<file path="src/rtl/mandel_iter_ctrl.sv">
// Mandelbrot iteration sequencer: time-shares one Q10.21 multiplier across x*x, y*y, x*y per z-update.
// Define MANDEL_MUL_REG_EN when the multiplier has one output register stage (2 cycles per MUL_* state).
module mandel_iter_ctrl #(
  parameter int          ITER_W    = 16,
  parameter logic [31:0] ESCAPE_R2 = 32'h0080_0000
) (
  input  logic              clk,
  input  logic              rst,
  input  logic              start,
  input  logic              abort,
  input  logic [31:0]       c_re,
  input  logic [31:0]       c_im,
  input  logic [ITER_W-1:0] max_iter,
  output logic              busy,
  output logic              done,
  output logic              escaped,
  output logic [ITER_W-1:0] iter_count,
  output logic [31:0]       mul_a,
  output logic [31:0]       mul_b,
  input  logic [31:0]       mul_p
);

  typedef enum logic [2:0] {IDLE, MUL_XX, MUL_YY, MUL_XY, UPDATE, DONE} state_t;

  localparam logic signed [32:0] ESC_TH = {ESCAPE_R2[31], ESCAPE_R2};

  state_t            state, state_nx;
  logic [31:0]       x, y, xx, yy, xy, cr, ci;
  logic [31:0]       x_nx, y_nx, opa_nx, opb_nx;
  logic [ITER_W-1:0] max_r, iter_nx, iter_inc;
  logic              esc_nx, accept, is_mul, mul_done;
  logic signed [32:0] mag;

  assign accept   = (state == IDLE) && start && !abort;
  assign is_mul   = (state == MUL_XX) || (state == MUL_YY) || (state == MUL_XY);
  assign iter_inc = iter_count + 1'b1;
  assign mag      = $signed({xx[31], xx}) + $signed({yy[31], yy});
  assign busy     = (state != IDLE);
  assign done     = (state == DONE);

`ifdef MANDEL_MUL_REG_EN
  // ph=0: operands issued, ph=1: registered product valid on mul_p
  logic ph;
  assign mul_done = ph;

  always_ff @(posedge clk or posedge rst) begin
    if (rst) ph <= 1'b0;
    else     ph <= is_mul && !ph && !abort;
  end
`else
  assign mul_done = 1'b1;
`endif

  always_ff @(posedge clk or posedge rst) begin
    if (rst) state <= IDLE;
    else     state <= state_nx;
  end

  always_comb begin
    state_nx = state;
    x_nx     = x;
    y_nx     = y;
    iter_nx  = iter_count;
    esc_nx   = escaped;
    case (state)
      IDLE: if (accept) begin
        x_nx     = '0;
        y_nx     = '0;
        iter_nx  = '0;
        esc_nx   = 1'b0;
        state_nx = (max_iter == '0) ? DONE : MUL_XX;
      end
      MUL_XX: if (mul_done) state_nx = MUL_YY;
      MUL_YY: if (mul_done) state_nx = MUL_XY;
      MUL_XY: if (mul_done) state_nx = UPDATE;
      UPDATE: if (mag > ESC_TH) begin
        esc_nx   = 1'b1;
        state_nx = DONE;
      end else begin
        x_nx     = xx - yy + cr;
        y_nx     = (xy << 1) + ci;
        iter_nx  = iter_inc;
        state_nx = (iter_inc == max_r) ? DONE : MUL_XX;
      end
      DONE:    state_nx = IDLE;
      default: state_nx = IDLE;
    endcase
    // abort freezes results and drops back to IDLE from any busy state
    if (abort && state != IDLE) begin
      state_nx = IDLE;
      x_nx     = x;
      y_nx     = y;
      iter_nx  = iter_count;
      esc_nx   = escaped;
    end
    // operands are registered for the state being entered, using post-update z
    opa_nx = '0;
    opb_nx = '0;
    case (state_nx)
      MUL_XX:  begin opa_nx = x_nx; opb_nx = x_nx; end
      MUL_YY:  begin opa_nx = y_nx; opb_nx = y_nx; end
      MUL_XY:  begin opa_nx = x_nx; opb_nx = y_nx; end
      default: ;
    endcase
  end

  always_ff @(posedge clk or posedge rst) begin
    if (rst) begin
      x          <= '0;
      y          <= '0;
      xx         <= '0;
      yy         <= '0;
      xy         <= '0;
      cr         <= '0;
      ci         <= '0;
      max_r      <= '0;
      iter_count <= '0;
      escaped    <= 1'b0;
      mul_a      <= '0;
      mul_b      <= '0;
    end else begin
      x          <= x_nx;
      y          <= y_nx;
      iter_count <= iter_nx;
      escaped    <= esc_nx;
      mul_a      <= opa_nx;
      mul_b      <= opb_nx;
      if (accept) begin
        cr    <= c_re;
        ci    <= c_im;
        max_r <= max_iter;
      end
      if (is_mul && mul_done && !abort) begin
        case (state)
          MUL_XX:  xx <= mul_p;
          MUL_YY:  yy <= mul_p;
          MUL_XY:  xy <= mul_p;
          default: ;
        endcase
      end
    end
  end

endmodule

</file>
<file path="config.mk">
export PLATFORM = sky130hd
export DESIGN_NAME = mandel_iter_ctrl
export DESIGN_NICKNAME = d
export VERILOG_FILES = /design/src/rtl/mandel_iter_ctrl.sv
export SDC_FILE = /design/constraint.sdc
export NUM_CORES = 1
export LEC_CHECK = 0
export BUFFER_PORTS_ARGS = -buffer_cell sky130_fd_sc_hd__buf_2
export CAP_MARGIN = 20
export CORE_UTILIZATION = 60
export CTS_CLUSTER_DIAMETER = 60
export DETAILED_ROUTE_END_ITERATION = 10
export GPL_TIMING_DRIVEN = 0
export HOLD_SLACK_MARGIN = 0.12
export PLACE_DENSITY = 0.81
export SETUP_SLACK_MARGIN = 0.3
export SYNTH_ARGS = -nofsm -noshare
export SYNTH_HDL_FRONTEND = slang
export SYNTH_SLANG_ARGS = --single-unit
</file>
<file path="constraint.sdc">
create_clock -name clk -period 11.6 [get_ports clk]
set_clock_uncertainty 0.1 [all_clocks]
set_input_delay 0.58 -clock clk [delete_from_list [all_inputs] [get_ports clk]]
set_output_delay 0.58 -clock clk [all_outputs]
set_load 0.01 [all_outputs]
</file>
==> reports/metrics.yaml, run 1 <==
run_status: "completed"
critPathMaxFanout: 10
drive_gt1_frac: 0.190
p_switching_mw: 3.25
rr_worst_depth: 17
yosysTopAreaCell: "dfrtp_1"
sw_frac_of_total: 0.473
fill_cells: 2341
fmax_mhz: 154
post_cts_buffers: 0
final_nets: 2476
drt-total-wl_um: 54900
synth_top_area_frac: 0.413
synth_cell_types: 80
p_per_area_nw_per_um2: 309
drt_iter0_markers: 1151
setup_violations: 0
end_kind: "flop"
power_frac_seq: 0.235
syn_inst: 1962
dieWidth_um: 183
ff2ff_setup_slack_ps: 5110
hp-class: "in2reg"
ys_warn_count: 0
grt_first_pass_wirelength_um: 86300
worstMarginPinSlew_ps: 1120
dp.cells: 2598
root_buffer: "clkbuf_16"
ir_worst_vdd_uv: 153
period_share: 0.559
synth_area_um2: 19600
ant_nets: 0
period_needed_ps: 6490
clk-insertion-delay-late_ps: 520
port_buffers: 198
areaGrowthSynthToFinish_pct: 13.9
reg2reg_from: "yy[17]"
p_leak_nw: 11.0
clock-sinks: 323
p_int_mw: 3.62
num_rows: 65
critPathLaunch: "yy[17]"
rsz0062_at_grt: "no"
start_kind: "flop"
antenna_found_initial: 0
crit_end: "mul_a[12]"
wl_per_cell_um: 20.7
p_comb_frac: 0.608
first_pass_iters: 5
path_cells: "inv_1 -> ha_1 -> clkbuf_1 -> nor4_1 -> a21boi_0 -> nor3_1 -> o211a_1 -> or4_1 -> nor4_1 -> nor2_1 -> o31ai_1 -> and2_1 -> clkbuf_1 -> buf_4 -> buf_2 -> a22o_1 -> a22o_1"
drv_cap: 0
antennaDiodeCount: 0
drc_errors: 0
arrival_ps: 6840
final_max_slew_viol_count: 0
slowest_delay_ps: 930
overflow: 0
syn_nets: 2236
max-slew-margin-rel: 0.246
gr-usage-all-layers: 0.333
path_class: "reg2reg"
grt_max_degree: 128
synth-seq-cells: 323
whs_ps: 179
syn_avg_cell_area_um2: 9.97
ys_seq_area_frac: 0.413
hpwl_um: 42200
cts_tree: "built"
start_util: 0.615
synth_area_leaders: "dfrtp_1 (41%), ha_1 (8.0%), mux2_2 (6.7%)"
slowest_stage: "nor4_1"
avgViaCountPerCell: 6.09
crit_required_ps: 11960
synth-main-ff-cell: "dfrtp_1"
pin_count: 199
finalWeightedCongestion: 0.943
synthArstFlopShare: 1.00
finalHoldViolCount: 0
numCtsBuffers: 36
synth_edf_count: 0
p_total_mw: 6.88
r2r-end: "mul_a[12]"
cts-htree-levels: 2
setup_tns_ps: 0
core_area_um2: 31800
vias: 16192
dieArea_um2: 33300
clk_path_buf_depth: 3
grt_pass1_vias: 16074
clkPwrFrac: 0.157
fin_cells: 2657
die_h_um: 183
clk_pin_slew_worst_paths_ps: 70
-- how the worst min path moves through the flow --
stage | from | endpoint | slack [ps] | cells after the start
detailed placement | y[4] | y[4] | 390 | 1
finish | mul_p[31] | xx[31] | 180 | 3
global placement | escaped | escaped | 370 | 2
CTS | mul_p[31] | xx[31] | 170 | 3
global route | c_re[11] | cr[11] | 180 | 2
floorplan | xx[31] | xx[31] | 350 | 2
-- metrics by stage --
| stage | util | worst slack [ps] | cell area [µm²] |
|---|---|---|---|
| 2_1_floorplan | - | 1980 | 19600 |
| 3_3_place_gp | 0.664 | -1120 | 21100 |
| 3_5_place_dp | 0.666 | 5400 | 21200 |
| 4_1_cts | 0.701 | 5340 | 22300 |
| 5_1_grt | 0.701 | 4920 | 22300 |
| 6_report | 0.701 | 5110 | 22300 |
-- cells by family after synthesis --
family                   Yosys count  share of synthesized area
XOR/XNOR                          87                     0.0389
flip-flops                       323                      0.413
adder cells (fa/ha/maj)          158                      0.114
multiplexers                     128                     0.0732
buffers and inverters            292                     0.0593
AND/OR/NAND/NOR                  455                      0.111
AO/OA/AOI/OAI                    519                      0.190
-- registers in the layout, summed over array words and instances (netlist names) --
signal,count
iter_count,16
mul_a,32
xx,32
y,32
state,3
x,32
cr,32
max_r,16
escaped,1
ci,32
mul_b,32
xy,31
yy,32
-- cell usage after synthesis, drive strengths merged, types with 28 or more instances --
cell    count
nand2     162
a21oi      84
fa         33
ha        125
xor2       28
mux2      117
nand3      34
a22o       95
dfrtp     323
nor2b      30
nor3       28
inv       204
xnor2      59
clkbuf     66
nor2       93
o21ai     140
-- cell type report --
type	instances	area (µm²)	share of cell area
clock inverters	9	95.1	0.00427
repair buffers	202	1060	0.0477
well taps	435	544	0.0244
inverters	204	773	0.0347
clock buffers	49	1010	0.0453
plain buffers	88	394	0.0177
multi-input cells	1347	10300	0.463
flip-flops and latches	323	8080	0.363
-- placed cells by master (no fill, tap or decap), types with 36 or more instances in the layout --
cell type  instances
inv_1            202
buf_2            210
a22o_1            77
ha_1             125
nor2_1            93
o21ai_0          137
dfrtp_1          323
nand2_1          162
mux2_2           116
xnor2_1           59
a21oi_1           84
clkbuf_1          73
clkbuf_16         36
-- metal layers --
metal	track usage	part of all wire	vias up
li1	-	-	7377
met1	0.449	0.42	8002
met2	0.545	0.47	688
met3	0.0511	0.070	125
met4	0.125	0.037	0
met5	0	0	-
-- worst max-delay path, delay by kind of cell, from the launching register on --
kind	cells	cell delay, ps
buf+inv	5	980
compound gates	5	1980
simple gates	6	2670
flops	1	410
fa+ha+maj	1	280
-- power groups by stage --
stage | logic, mW | clock network [mW] | registers (mW)
after detailed placement | 4.04 | 0 | 1.62
after CTS | 4.09 | 1.09 | 1.61
after global routing | 4.57 | 1.14 | 1.64
after floorplan | 2.96 | 0 | 1.55
after global placement | 3.93 | 0 | 1.61
final | 4.18 | 1.08 | 1.62
-- what timing repair did --
item                                   in CTS  in global routing
endpoints found under the hold margin      72                  0
hold buffers                                1                  0
gates resized for setup                     0                  0
Note: power is estimated with default switching activity, not from simulation.
==> run 2, diff against run 1 <==
--- a/config.mk
+++ b/config.mk
@@ -7,12 +7,12 @@
 export LEC_CHECK = 0
 export BUFFER_PORTS_ARGS = -buffer_cell sky130_fd_sc_hd__buf_2
 export CAP_MARGIN = 20
-export CORE_UTILIZATION = 60
+export CORE_UTILIZATION = 54
 export CTS_CLUSTER_DIAMETER = 60
 export DETAILED_ROUTE_END_ITERATION = 10
 export GPL_TIMING_DRIVEN = 0
 export HOLD_SLACK_MARGIN = 0.12
-export PLACE_DENSITY = 0.81
+export PLACE_DENSITY = 0.77
 export SETUP_SLACK_MARGIN = 0.3
 export SYNTH_ARGS = -nofsm -noshare
 export SYNTH_HDL_FRONTEND = slang
==> constraint.sdc (replaced) <==
create_clock -name clk -period 5.6 [get_ports clk]
set_clock_uncertainty 0.1 [all_clocks]
set_input_delay 0.28 -clock clk [delete_from_list [all_inputs] [get_ports clk]]
set_output_delay 0.28 -clock clk [all_outputs]
set_load 0.01 [all_outputs]
==> reports/metrics.yaml, run 2 (synthesis gave the netlist of run 1 again) <==
fin_util: 0.679
vias: 16934
dieWidth_um: 192
r2r-end: "mul_a[4]"
final_common_cell: "dfrtp_1"
rsz0062_at_grt: "no"
root_buffer: "clkbuf_16"
cts_tree: "built"
die_h_um: 192
p_per_area_nw_per_um2: 629
avgViaCountPerCell: 6.00
ir_worst_vdd_uv: 337
port_buffers: 198
clk_path_buf_depth: 3
run_status: "completed"
finalWeightedCongestion: 0.918
drv_cap: 0
ff2ff_setup_slack_ps: 380
core_area_um2: 35600
clock-sinks: 323
hpwl_um: 43700
setup_violations: 0
path_class: "reg2reg"
clk-insertion-delay-late_ps: 570
ant_nets: 0
start_util: 0.550
clk_pin_slew_worst_paths_ps: 60
arrival_ps: 5550
setup_ws_ps: 384
period_share: 0.931
grt_max_degree: 47
antenna_found_initial: 1
crit_required_ps: 5930
gr-usage-all-layers: 0.333
numCtsBuffers: 38
rr_worst_depth: 17
final_nets: 2603
cts-htree-levels: 2
finalHoldViolCount: 0
period_needed_ps: 5220
reg2reg_from: "yy[2]"
hp-class: "in2async"
areaGrowthSynthToFinish_pct: 23.4
pre_cts_ws_ps: -642
power_frac_seq: 0.222
wl_per_cell_um: 21.5
drc_errors: 0
dieArea_um2: 37000
p_comb_frac: 0.601
sw_frac_of_total: 0.476
drive_gt1_frac: 0.212
fmax_mhz: 192
max-slew-margin-rel: 0.341
num_rows: 69
p_int_mw: 7.96
grt_pass1_vias: 16994
start_kind: "flop"
final_cell_mix: "dfrtp_1 (322), buf_2 (210), inv_1 (202), nand2_1 (162), o21ai_0 (135)"
clkPwrFrac: 0.177
worstMarginPinSlew_ps: 985
first_pass_iters: 6
stdcell_area_um2: 24100
drt_iter0_markers: 1368
final_max_slew_viol_count: 0
pin_count: 199
overflow: 0
grt_first_pass_wirelength_um: 94200
place_area_um2: 21300
drt-total-wl_um: 60700
p_leak_nw: 11.8
end_kind: "flop"
critPathMaxFanout: 10
p_switching_mw: 7.22
==> run 2: changes by cell type in the layout (fill, tap and decap cells not counted), sizes merged <==
cell / before / now
buf: 223 / 236
bufinv: 1 / 4
clkbuf: 115 / 113
clkinv: 5 / 8
clkinvlp: 1 / 5
diode: 0 / 1
dlygate4sd3: 1 / 115
inv: 206 / 207
==> run 2: area by class of cell <==
class / instances / area (µm²)
buffer: 88 / 435
tap: 461 / 577
clock buffer: 49 / 1100
inverter: 204 / 769
sequential: 323 / 8080
clock inverter: 20 / 273
multi-input combinational: 1347 / 10600
timing repair buffer: 327 / 2350
antenna: 1 / 2.50
fill: 2619 / 11400
==> run 2: layer usage <==
layer,vias to the layer above,global-route usage,part of all wire
met4,0,0.156,0.044
met2,802,0.541,0.47
li1,7666,-,-
met1,8309,0.436,0.41
met5,-,0,0
met3,157,0.0515,0.077
==> run 2: critical path: stages (launching register included) <==
cell and delay (ps):
dfrtp_1 400, inv_1 80, ha_1 350, nand2b_1 230, a2111o_1 510, a211oi_1 280
a211oi_1 90, a2111o_1 400, or4_1 540, nor4_4 360, nor2_1 150, o41a_1 480
buf_6 160, and2_4 140, buf_6 130, buf_8 150, a22o_4 270, a22o_1 250
==> run 2: metrics by stage <==
step	total power [mW]	cells	hold slack, ps	TNS (ps)
global placement	11.5	2621	375	-304340
finish	15.2	2820	220	0
global route	16.1	2820	285	0
floorplan	9.35	1962	285	0
CTS	14.8	2817	224	0
detailed placement	11.8	2630	273	-50780
==> run 2: timing repair <==
item	in CTS	in global routing
gates resized for setup	43	40
setup buffers	3	2
endpoints found under the hold margin	266	0
pin swaps	2	10
endpoints found under the setup margin	144	110
hold buffers	115	0
==> run 2: worst max path at each step <==
stage	endpoint	cells after the start	slack, ps	start
2_1_floorplan	mul_a[10]	18	730	yy[5]
3_3_place_gp	cr[4]	2	-810	rst
3_5_place_dp	mul_a[20]	17	-640	yy[17]
4_1_cts	mul_a[11]	18	310	yy[12]
5_1_grt	mul_a[4]	17	260	yy[2]
6_report	mul_a[4]	17	380	yy[2]
==> run 2: power groups by stage <==
| stage | Combinational [mW] | Sequential (mW) | Clock (mW) |
|---|---|---|---|
| floorplan | 6.13 | 3.22 | 0 |
| finish | 9.12 | 3.37 | 2.69 |
| CTS | 8.72 | 3.34 | 2.70 |
| global placement | 8.22 | 3.33 | 0 |
| global route | 9.89 | 3.42 | 2.81 |
| detailed placement | 8.40 | 3.37 | 0 |
